==> src/rtl/mic_frame_packer.sv <==
// Packs strobed four-mic samples into fixed-length AXI-Stream frames through a show-ahead FIFO,
// zero-padding a broken frame after an overflow. Optional drop counter: MIC_FRAME_PACKER_DROP_COUNT_EN.
module mic_frame_packer #(
  parameter int FRAME_LEN  = 512,
  parameter int FIFO_DEPTH = 16,
  parameter int NUM_MICS   = 4
) (
  input  logic                               clk_in,
  input  logic                               rst_in,
  input  logic [NUM_MICS-1:0][15:0]          audio_data_in,
  input  logic                               audio_valid_in,
  output logic [32*NUM_MICS-1:0]             m_axis_tdata,
  output logic                               m_axis_tvalid,
  output logic                               m_axis_tlast,
  input  logic                               m_axis_tready,
  output logic                               overflow_out,
  output logic [$clog2(FIFO_DEPTH+1)-1:0]    fill_level_out,
  output logic [15:0]                        drop_count_out
);

  localparam int IW = $clog2(FRAME_LEN);
  localparam int PW = $clog2(FIFO_DEPTH);
  localparam int CW = $clog2(FIFO_DEPTH+1);
  localparam int SW = 16*NUM_MICS;
  localparam int EW = SW+1;
  localparam logic [IW-1:0] IDX_LAST = IW'(FRAME_LEN-1);
  localparam logic [CW-1:0] CNT_FULL = CW'(FIFO_DEPTH);

  typedef enum logic [0:0] {ST_RUN = 1'b0, ST_PAD = 1'b1} state_t;

  state_t          state_q, state_d;
  logic [IW-1:0]   wr_idx_q, wr_idx_d;
  logic [PW-1:0]   wr_ptr_q, wr_ptr_d;
  logic [PW-1:0]   rd_ptr_q, rd_ptr_d;
  logic [CW-1:0]   count_q, count_d;
  logic            overflow_q, overflow_d;
  logic [EW-1:0]   mem_q [FIFO_DEPTH];

  logic            full_s, empty_s, push_s, pop_s, drop_s;
  logic [SW-1:0]   push_data_s;
  logic [EW-1:0]   head_s;

  // Full is judged on pre-pop occupancy, so a push beside a pop at full is still refused.
  assign full_s  = (count_q == CNT_FULL);
  assign empty_s = (count_q == {CW{1'b0}});
  assign pop_s   = !empty_s && m_axis_tready;
  assign head_s  = mem_q[rd_ptr_q];

  // FSM state register
  always_ff @(posedge clk_in or negedge rst_in) begin
    if (!rst_in) begin
      state_q <= ST_RUN;
    end else begin
      state_q <= state_d;
    end
  end

  // FSM next state: an overflow with a partial frame pending pads it out to the frame end.
  always_comb begin
    state_d = state_q;
    case (state_q)
      ST_RUN: begin
        if (audio_valid_in && full_s && (wr_idx_q != {IW{1'b0}})) state_d = ST_PAD;
        else state_d = ST_RUN;
      end
      ST_PAD: begin
        if (!full_s && (wr_idx_q == IDX_LAST)) state_d = ST_RUN;
        else state_d = ST_PAD;
      end
      default: state_d = ST_RUN;
    endcase
  end

  // FSM outputs: what gets pushed and what gets dropped this cycle
  always_comb begin
    push_s      = 1'b0;
    drop_s      = 1'b0;
    push_data_s = {SW{1'b0}};
    case (state_q)
      ST_RUN: begin
        push_s      = audio_valid_in && !full_s;
        drop_s      = audio_valid_in && full_s;
        push_data_s = audio_data_in;
      end
      ST_PAD: begin
        push_s      = !full_s;
        drop_s      = audio_valid_in;
        push_data_s = {SW{1'b0}};
      end
      default: begin
        push_s      = 1'b0;
        drop_s      = 1'b0;
        push_data_s = {SW{1'b0}};
      end
    endcase
  end

  // Next-state for frame index, FIFO pointers and occupancy
  always_comb begin
    wr_idx_d   = wr_idx_q;
    wr_ptr_d   = wr_ptr_q;
    rd_ptr_d   = rd_ptr_q;
    count_d    = count_q;
    overflow_d = drop_s;
    if (push_s) begin
      wr_idx_d = wr_idx_q + IW'(1'b1);
      wr_ptr_d = wr_ptr_q + PW'(1'b1);
    end else begin
      wr_idx_d = wr_idx_q;
      wr_ptr_d = wr_ptr_q;
    end
    if (pop_s) rd_ptr_d = rd_ptr_q + PW'(1'b1);
    else rd_ptr_d = rd_ptr_q;
    case ({push_s, pop_s})
      2'b10:   count_d = count_q + CW'(1'b1);
      2'b01:   count_d = count_q - CW'(1'b1);
      default: count_d = count_q;
    endcase
  end

  // Control registers
  always_ff @(posedge clk_in or negedge rst_in) begin
    if (!rst_in) begin
      wr_idx_q   <= {IW{1'b0}};
      wr_ptr_q   <= {PW{1'b0}};
      rd_ptr_q   <= {PW{1'b0}};
      count_q    <= {CW{1'b0}};
      overflow_q <= 1'b0;
    end else begin
      wr_idx_q   <= wr_idx_d;
      wr_ptr_q   <= wr_ptr_d;
      rd_ptr_q   <= rd_ptr_d;
      count_q    <= count_d;
      overflow_q <= overflow_d;
    end
  end

  // Storage is unreset; occupancy alone decides what is visible.
  always_ff @(posedge clk_in) begin
    if (push_s) mem_q[wr_ptr_q] <= {(wr_idx_q == IDX_LAST), push_data_s};
  end

  // Head presentation: real part in the low half of each 32-bit lane, zero while empty
  always_comb begin
    m_axis_tdata = {(32*NUM_MICS){1'b0}};
    for (int k = 0; k < NUM_MICS; k++) begin
      if (!empty_s) m_axis_tdata[32*k +: 32] = {16'h0000, head_s[16*k +: 16]};
      else m_axis_tdata[32*k +: 32] = 32'h0000_0000;
    end
  end

  assign m_axis_tvalid  = !empty_s;
  assign m_axis_tlast   = !empty_s && head_s[SW];
  assign overflow_out   = overflow_q;
  assign fill_level_out = count_q;

`ifdef MIC_FRAME_PACKER_DROP_COUNT_EN
  logic [15:0] drop_cnt_q, drop_cnt_d;

  // Saturating drop counter
  always_comb begin
    if (drop_s && (drop_cnt_q != 16'hFFFF)) drop_cnt_d = drop_cnt_q + 16'd1;
    else drop_cnt_d = drop_cnt_q;
  end

  always_ff @(posedge clk_in or negedge rst_in) begin
    if (!rst_in) drop_cnt_q <= 16'h0000;
    else drop_cnt_q <= drop_cnt_d;
  end

  assign drop_count_out = drop_cnt_q;
`else
  assign drop_count_out = 16'h0000;
`endif

endmodule

==> config.mk <==
export PLATFORM = sky130hd
export DESIGN_NAME = mic_frame_packer
export DESIGN_NICKNAME = d
export VERILOG_FILES = /design/src/rtl/mic_frame_packer.sv
export SDC_FILE = /design/constraint.sdc
export NUM_CORES = 1
export LEC_CHECK = 0
export ABC_CLOCK_PERIOD_IN_PS = 12660
export CAP_MARGIN = 0
export CORE_ASPECT_RATIO = 1.2
export CORE_UTILIZATION = 55
export CTS_BUF_LIST = sky130_fd_sc_hd__clkbuf_4 sky130_fd_sc_hd__clkbuf_8
export DETAILED_ROUTE_END_ITERATION = 8
export PLACE_DENSITY = 0.77
export SLEW_MARGIN = 30
export SYNTH_ARGS = -nofsm -noshare
export SYNTH_HDL_FRONTEND = slang
export SYNTH_SLANG_ARGS = --single-unit
==> constraint.sdc <==
create_clock -name clk_in -period 12.66 [get_ports clk_in]
set_input_delay 2.532 -clock clk_in [delete_from_list [all_inputs] [get_ports clk_in]]
set_output_delay 2.532 -clock clk_in [all_outputs]
set_load 0.005 [all_outputs]
# Yosys cells after proc, flatten, opt, wreduce, memory -nomap -nowiden
# Memory sizes are Yosys's and may differ from the RTL's.
# Cells that the tools add are included.
word_totals:
  reg_bits: 24
  latch_bits: 0
  ramBits: 1040
  rom_bits: 0
  inputBits: 68
  out_inout_bits: 152
  word_cells: 41
  mem_count: 1
op_classes:
  n_addsub: 5
  n_mul: 0
  div_mod_pow: 0
  magnitude_cmp: 0
  eq_ne: 4
  shifts: 0
  n_mux: 13
  bitwise_logic: 1
  n_reduce_logical: 11
mem_list:
  columns: ["name", "depth", "width", "rd", "rd_clocked_by_memory_dff", "write_ports", "line", "rtl"]
  rows:
  - ["mem_q", 16, 65, 1, 0, 1, "37", "logic [EW-1:0] mem_q [FIFO_DEPTH];"]
op_table:
  columns: ["cell", "count"]
  rows:
  - ["64-bit case mux with 2 select lines", 1]
  - ["16-bit two-way mux", 4]
  - ["5-bit case mux with 2 select lines", 1]
  - ["9-bit by 1-bit adder with 9-bit output (second input constant)", 1]
  - ["9-bit equality test (second input constant)", 1]
  - ["9-bit nonzero test", 1]
  - ["4-bit by 1-bit adder with 4-bit output (second input constant)", 2]
  - ["1-bit logical AND", 6]
  - ["1-bit case mux with 2 select lines", 3]
  - ["5-bit by 1-bit adder with 5-bit output (second input constant)", 1]
  - ["5-bit equality test (second input constant)", 1]
  - ["5-bit zero test", 1]
  - ["5-bit by 1-bit subtractor with 5-bit output (second input constant)", 1]
  - ["1-bit two-way mux", 4]
  - ["2-bit by 1-bit equality test with 1-bit output (second input constant)", 1]
  - ["2-bit equality test (second input constant)", 1]
  - ["1-bit zero test", 2]
  - ["2-bit nonzero test", 1]
  - ["1-bit NOT", 1]

# Logic depth before layout (Yosys ltp)
depth:
  word_depth: 6
  ltp_mapped: 13
  mapped_depth_nobuf: 11

# Least setup slack after synthesis
# OpenSTA, ideal clock, no wires.
synth_timing:
  path_kind: "input-to-reg"
  startpoint: "in audio_valid_in"
  endpoint: "mem mem_q[3][0] (netlist bit) (enable)"
  setup_ps: 568
  t_arrival_ps: 7369
  required_ps: 12092
  slack_ps: 4723
  cell_stages: 4
  path_buffers: 0
  path_cell_list: "nor2_1 a21oi_2 nand2_1 nor3_1"
synth_via:
  elab_chain_len: 4
synth_rtl:
  columns: ["item", "line", "rtl"]
  rows:
  - ["from (decl)", "11", "input logic audio_valid_in,"]
  - ["1-bit logical AND", "81", "push_s = audio_valid_in && !full_s;"]
  - ["1-bit case mux with 2 select lines", "79", "case (state_q)"]
  - ["1-bit two-way mux", "140", "if (push_s) mem_q[wr_ptr_q] <= {(wr_idx_q == IDX_LAST), push_data_s};"]
  - ["1-bit two-way mux (not written as such)", "140", null]
  - ["to (decl)", "37", null]
# No other way between the ends.

# Worst setup path in the final report
layout_timing:
  startpoint: "reg rd_ptr_q[0]"
  endpoint: "out m_axis_tdata[103]"
layout_via:
  elab_chain_len: 2
layout_rtl:
  columns: ["item", "line", "rtl"]
  rows:
  - ["from (decl)", "34", "logic [PW-1:0] rd_ptr_q, rd_ptr_d;"]
  - ["from (signal assigned)", "126", "rd_ptr_q <= {PW{1'b0}};"]
  - ["from (signal assigned)", "132", "rd_ptr_q <= rd_ptr_d;"]
  - ["memory 16 x 65 bit", null, null]
  - ["16-bit two-way mux", "147", "if (!empty_s) m_axis_tdata[32*k +: 32] = {16'h0000, head_s[16*k +: 16]};"]
  - ["to (decl)", "12", "output logic [32*NUM_MICS-1:0] m_axis_tdata,"]
# No other way between the ends.

==> results.toml <==
[logic_synthesis]
synth_cells = 1883
synth_cell_types = 37
ys.warnings.count = 0
synth_flop_cell = "edfxtp_1"
synth_seq_cells = 1064
synthArstFlopShare = 0.02256
synth_area_um2 = 41450
syn_area_per_cell_um2 = 22.01
yosysSeqAreaShare = 0.7680
synth_edf_count = 1040

[critical_path]
crit_start = "rd_ptr_q[0]$_DFFE_PN0P_"
crit_required_ns = 10.13
path_max_fanout = 51
cp.arrival_ns = 4.49
crit_path_start_kind = "register"
r2r-start = "fill_level_out[2]$_DFFE_PN0P_"
worstSetupPathType = "register to output pin"
critical_path.endpoint_type = "output pin"

[clock_tree]
hold_buffers = 0
postCtsResizedCells = 0
path_clk_slew_ns = 0.06
root_buffer = "clkbuf_8"
cts.sinks = 1064
ctsLongestPathBuffers = 3
htreeDepth = 4
cts_setup_buffers = 0
insertion_delay_ns = 0.80
cts_tree = "done"
cts_buffers = 153

[global_routing]
grt_pass1_vias = 20220
track_usage = 0.2287
grt_max_degree = 73
antenna_found_initial = 2
grt_pass1_wl_um = 125600
grt-ovfl-total = 0

[routing]
avgViaCountPerCell = 6.035
routedWlPerCell_um = 26.53
remaining_drc_errors = 0
first_pass_iters = 5
drt_iter0_markers = 2067
wl_um = 85710
num_vias = 19500
ant_nets = 0

[timing]
hold_viol = 0
hold_slack_ns = 0.5186
skew_ns = 0.02567
rsz0062_at_grt = "no"
timing.final.crit_share = 0.5543
fin_tns_setup_ns = 0
slew_headroom = 0.2861
slew_viol_final = 0
min_period_ns = 7.017
fin_ws_ns = 5.643
fmax_mhz = 142.5
tightest_slew_ns = 1.069
setup_violations = 0

[power]
intPower_w = 0.007711
ir_worst_vdd_mv = 0.1995
seq_power_share = 0.445
p_comb_frac = 0.317
total_power_w = 0.01108
switching_share = 0.3043
pwr_density_cell_nw_per_um2 = 236.8
leakage_nw = 15.20
power.switching_w = 0.003372
power.share.clock = 0.238

[placement]
dp_hpwl_um = 43230
gp_congestion = 0.7086
place_ws_ns = 5.660
io_buffers = 139

[floorplan]
die-area_um2 = 76470
placementRows = 109
fp.dieW_um = 252.6
coreArea_um2 = 74050
initial_core_util = 0.5597
boundaryPins = 220
die_y_um = 302.7

[finish]
areaGrowthSynthToFinish_pct = 12.90
regArea_um2 = 31850
finalNetCount = 2193
layout-drive-gt1-share = 0.2613
multi_input_area_um2 = 8975
fillers = 4779

[flow_run]
maxCapViolCount = 0

[hold_path]
holdCritPathClass = "register to register"
hold_path_startpoint = "wr_idx_q[7]$_DFFE_PN0P_"

[run_status]
status = "completed"
[Yosys cell counts (2+ instances only)]
cell	number	share of area
edfxtp_1	1040	0.75
buf_2	52	0.0063
buf_4	86	0.016
nor4b_1	2	0.00042
nand3_1	5	0.00060
a21oi_1	8	0.00097
nand2b_1	3	0.00045
o21ai_0	69	0.0083
dfrtp_1	24	0.014
mux4_2	260	0.14
clkbuf_2	6	0.00072
nor3_1	3	0.00036
buf_6	2	0.00054
a22oi_1	64	0.012
nor4_1	2	0.00030
mux2_2	2	0.00054
ha_1	11	0.0033
clkbuf_1	32	0.0029
inv_1	8	0.00072
nor2b_1	69	0.010
xor2_1	7	0.0015
mux2i_1	64	0.015
xnor2_1	12	0.0025
a21oi_2	2	0.00042
and3_1	17	0.0026
nor2_1	6	0.00054
nand2_1	17	0.0015
[sequential cells by signal, indices dropped and copies added (netlist names)]
signal	flops
wr_idx_q	9
state_q	1
overflow_out	1
rd_ptr_q	4
wr_ptr_q	4
mem_q	1040
fill_level_out	5
[stage by stage]
stage	cell area (um^2)	util	instances
after detailed placement	43690	0.5900	2955
after CTS	46670	0.6302	3227
after floorplan	41750	-	1962
final	46800	0.6319	3231
after global placement	43670	0.5897	2955
after global routing	46800	0.6319	3231
[path summary, 6_finish.rpt]
check / end / slack, ns / depth (start not counted)
worst max register to register: fill_level_out[4]$_DFFE_PN0P_ / 9.55 / 12
worst max-delay path: m_axis_tdata[103] / 5.64 / 6
max in group asynchronous: state_q$_DFF_PN0_ / 10.25 / 2
min in group asynchronous: rd_ptr_q[1]$_DFFE_PN0P_ / 2.11 / 2
worst min-delay path: wr_idx_q[7]$_DFFE_PN0P_ / 0.52 / 1
worst min register to register: wr_idx_q[7]$_DFFE_PN0P_ / 0.52 / 1
[layout make-up]
| type | instances | area share |
|---|---|---|
| Sequential cell | 1064 | 0.6805 |
| Multi-Input combinational cell | 712 | 0.1918 |
| Clock buffer | 218 | 0.05596 |
| Timing Repair Buffer | 175 | 0.03679 |
| Tap cell | 999 | 0.02671 |
| Clock inverter | 54 | 0.007540 |
| Inverter | 8 | 0.0006417 |
| Antenna cell | 1 | 0.00005347 |
[critical path, cell delays in order (launching register included)]
cell and delay (ns):
dfrtp_4 0.71, buf_4 0.80, buf_6 0.64, mux4_2 0.59, a22oi_1 0.15, o21ai_0 0.21
clkdlybuf4s50_1 0.53
[power by group through the flow]
| stage | Clock, W | Sequential, W | Combinational (W) |
|---|---|---|---|
| 2_1_floorplan | 0 | 0.00488 | 0.00228 |
| 3_3_place_gp | 0 | 0.00504 | 0.00338 |
| 4_1_cts | 0.00268 | 0.00502 | 0.00346 |
| 5_1_grt | 0.00281 | 0.00498 | 0.00376 |
| 3_5_place_dp | 0 | 0.00509 | 0.00345 |
| 6_report | 0.00264 | 0.00493 | 0.00351 |
[logic make-up (layout without fill, tap and decap cells)]
logic type	after synthesis	in the layout	share of synthesized area
XOR/XNOR	19	19	0.004015
other	1	81	0.00009047
adder cells (fa/ha/maj)	11	11	0.003321
AND/OR/NAND/NOR	128	128	0.01817
AO/OA/AOI/OAI	148	148	0.02243
buffers and inverters	186	455	0.02675
multiplexers	326	326	0.1573
flip-flops	1064	1064	0.7680
[layout by cell type (no fill, tap or decap), types with 3 or more instances in the layout]
cell,n
edfxtp_1,1040
mux4_2,260
clkbuf_8,157
clkdlybuf4s50_1,139
conb_1,80
o21ai_0,69
mux2i_1,64
a22oi_1,64
clkbuf_4,61
nor2b_1,45
clkinv_1,36
buf_4,27
nor2b_2,24
dfrtp_1,20
nand2_1,17
and3_4,15
xnor2_1,12
ha_1,11
inv_1,8
a21oi_1,8
xor2_1,7
nor2_1,6
buf_6,6
nand3_1,5
clkinv_2,5
clkinvlp_4,5
inv_6,4
bufinv_16,4
dfrtp_4,4
nand2b_1,3
buf_12,3
[per-layer routing]
metal	vias to the layer above	global-route usage	wire length (um)
li1	8158	-	-
met1	10290	0.3138	33930
met2	930	0.3757	43510
met3	126	0.04633	6644
met4	0	0.06840	1633
met5	-	0	0
(Power assumes the default switching activity.)
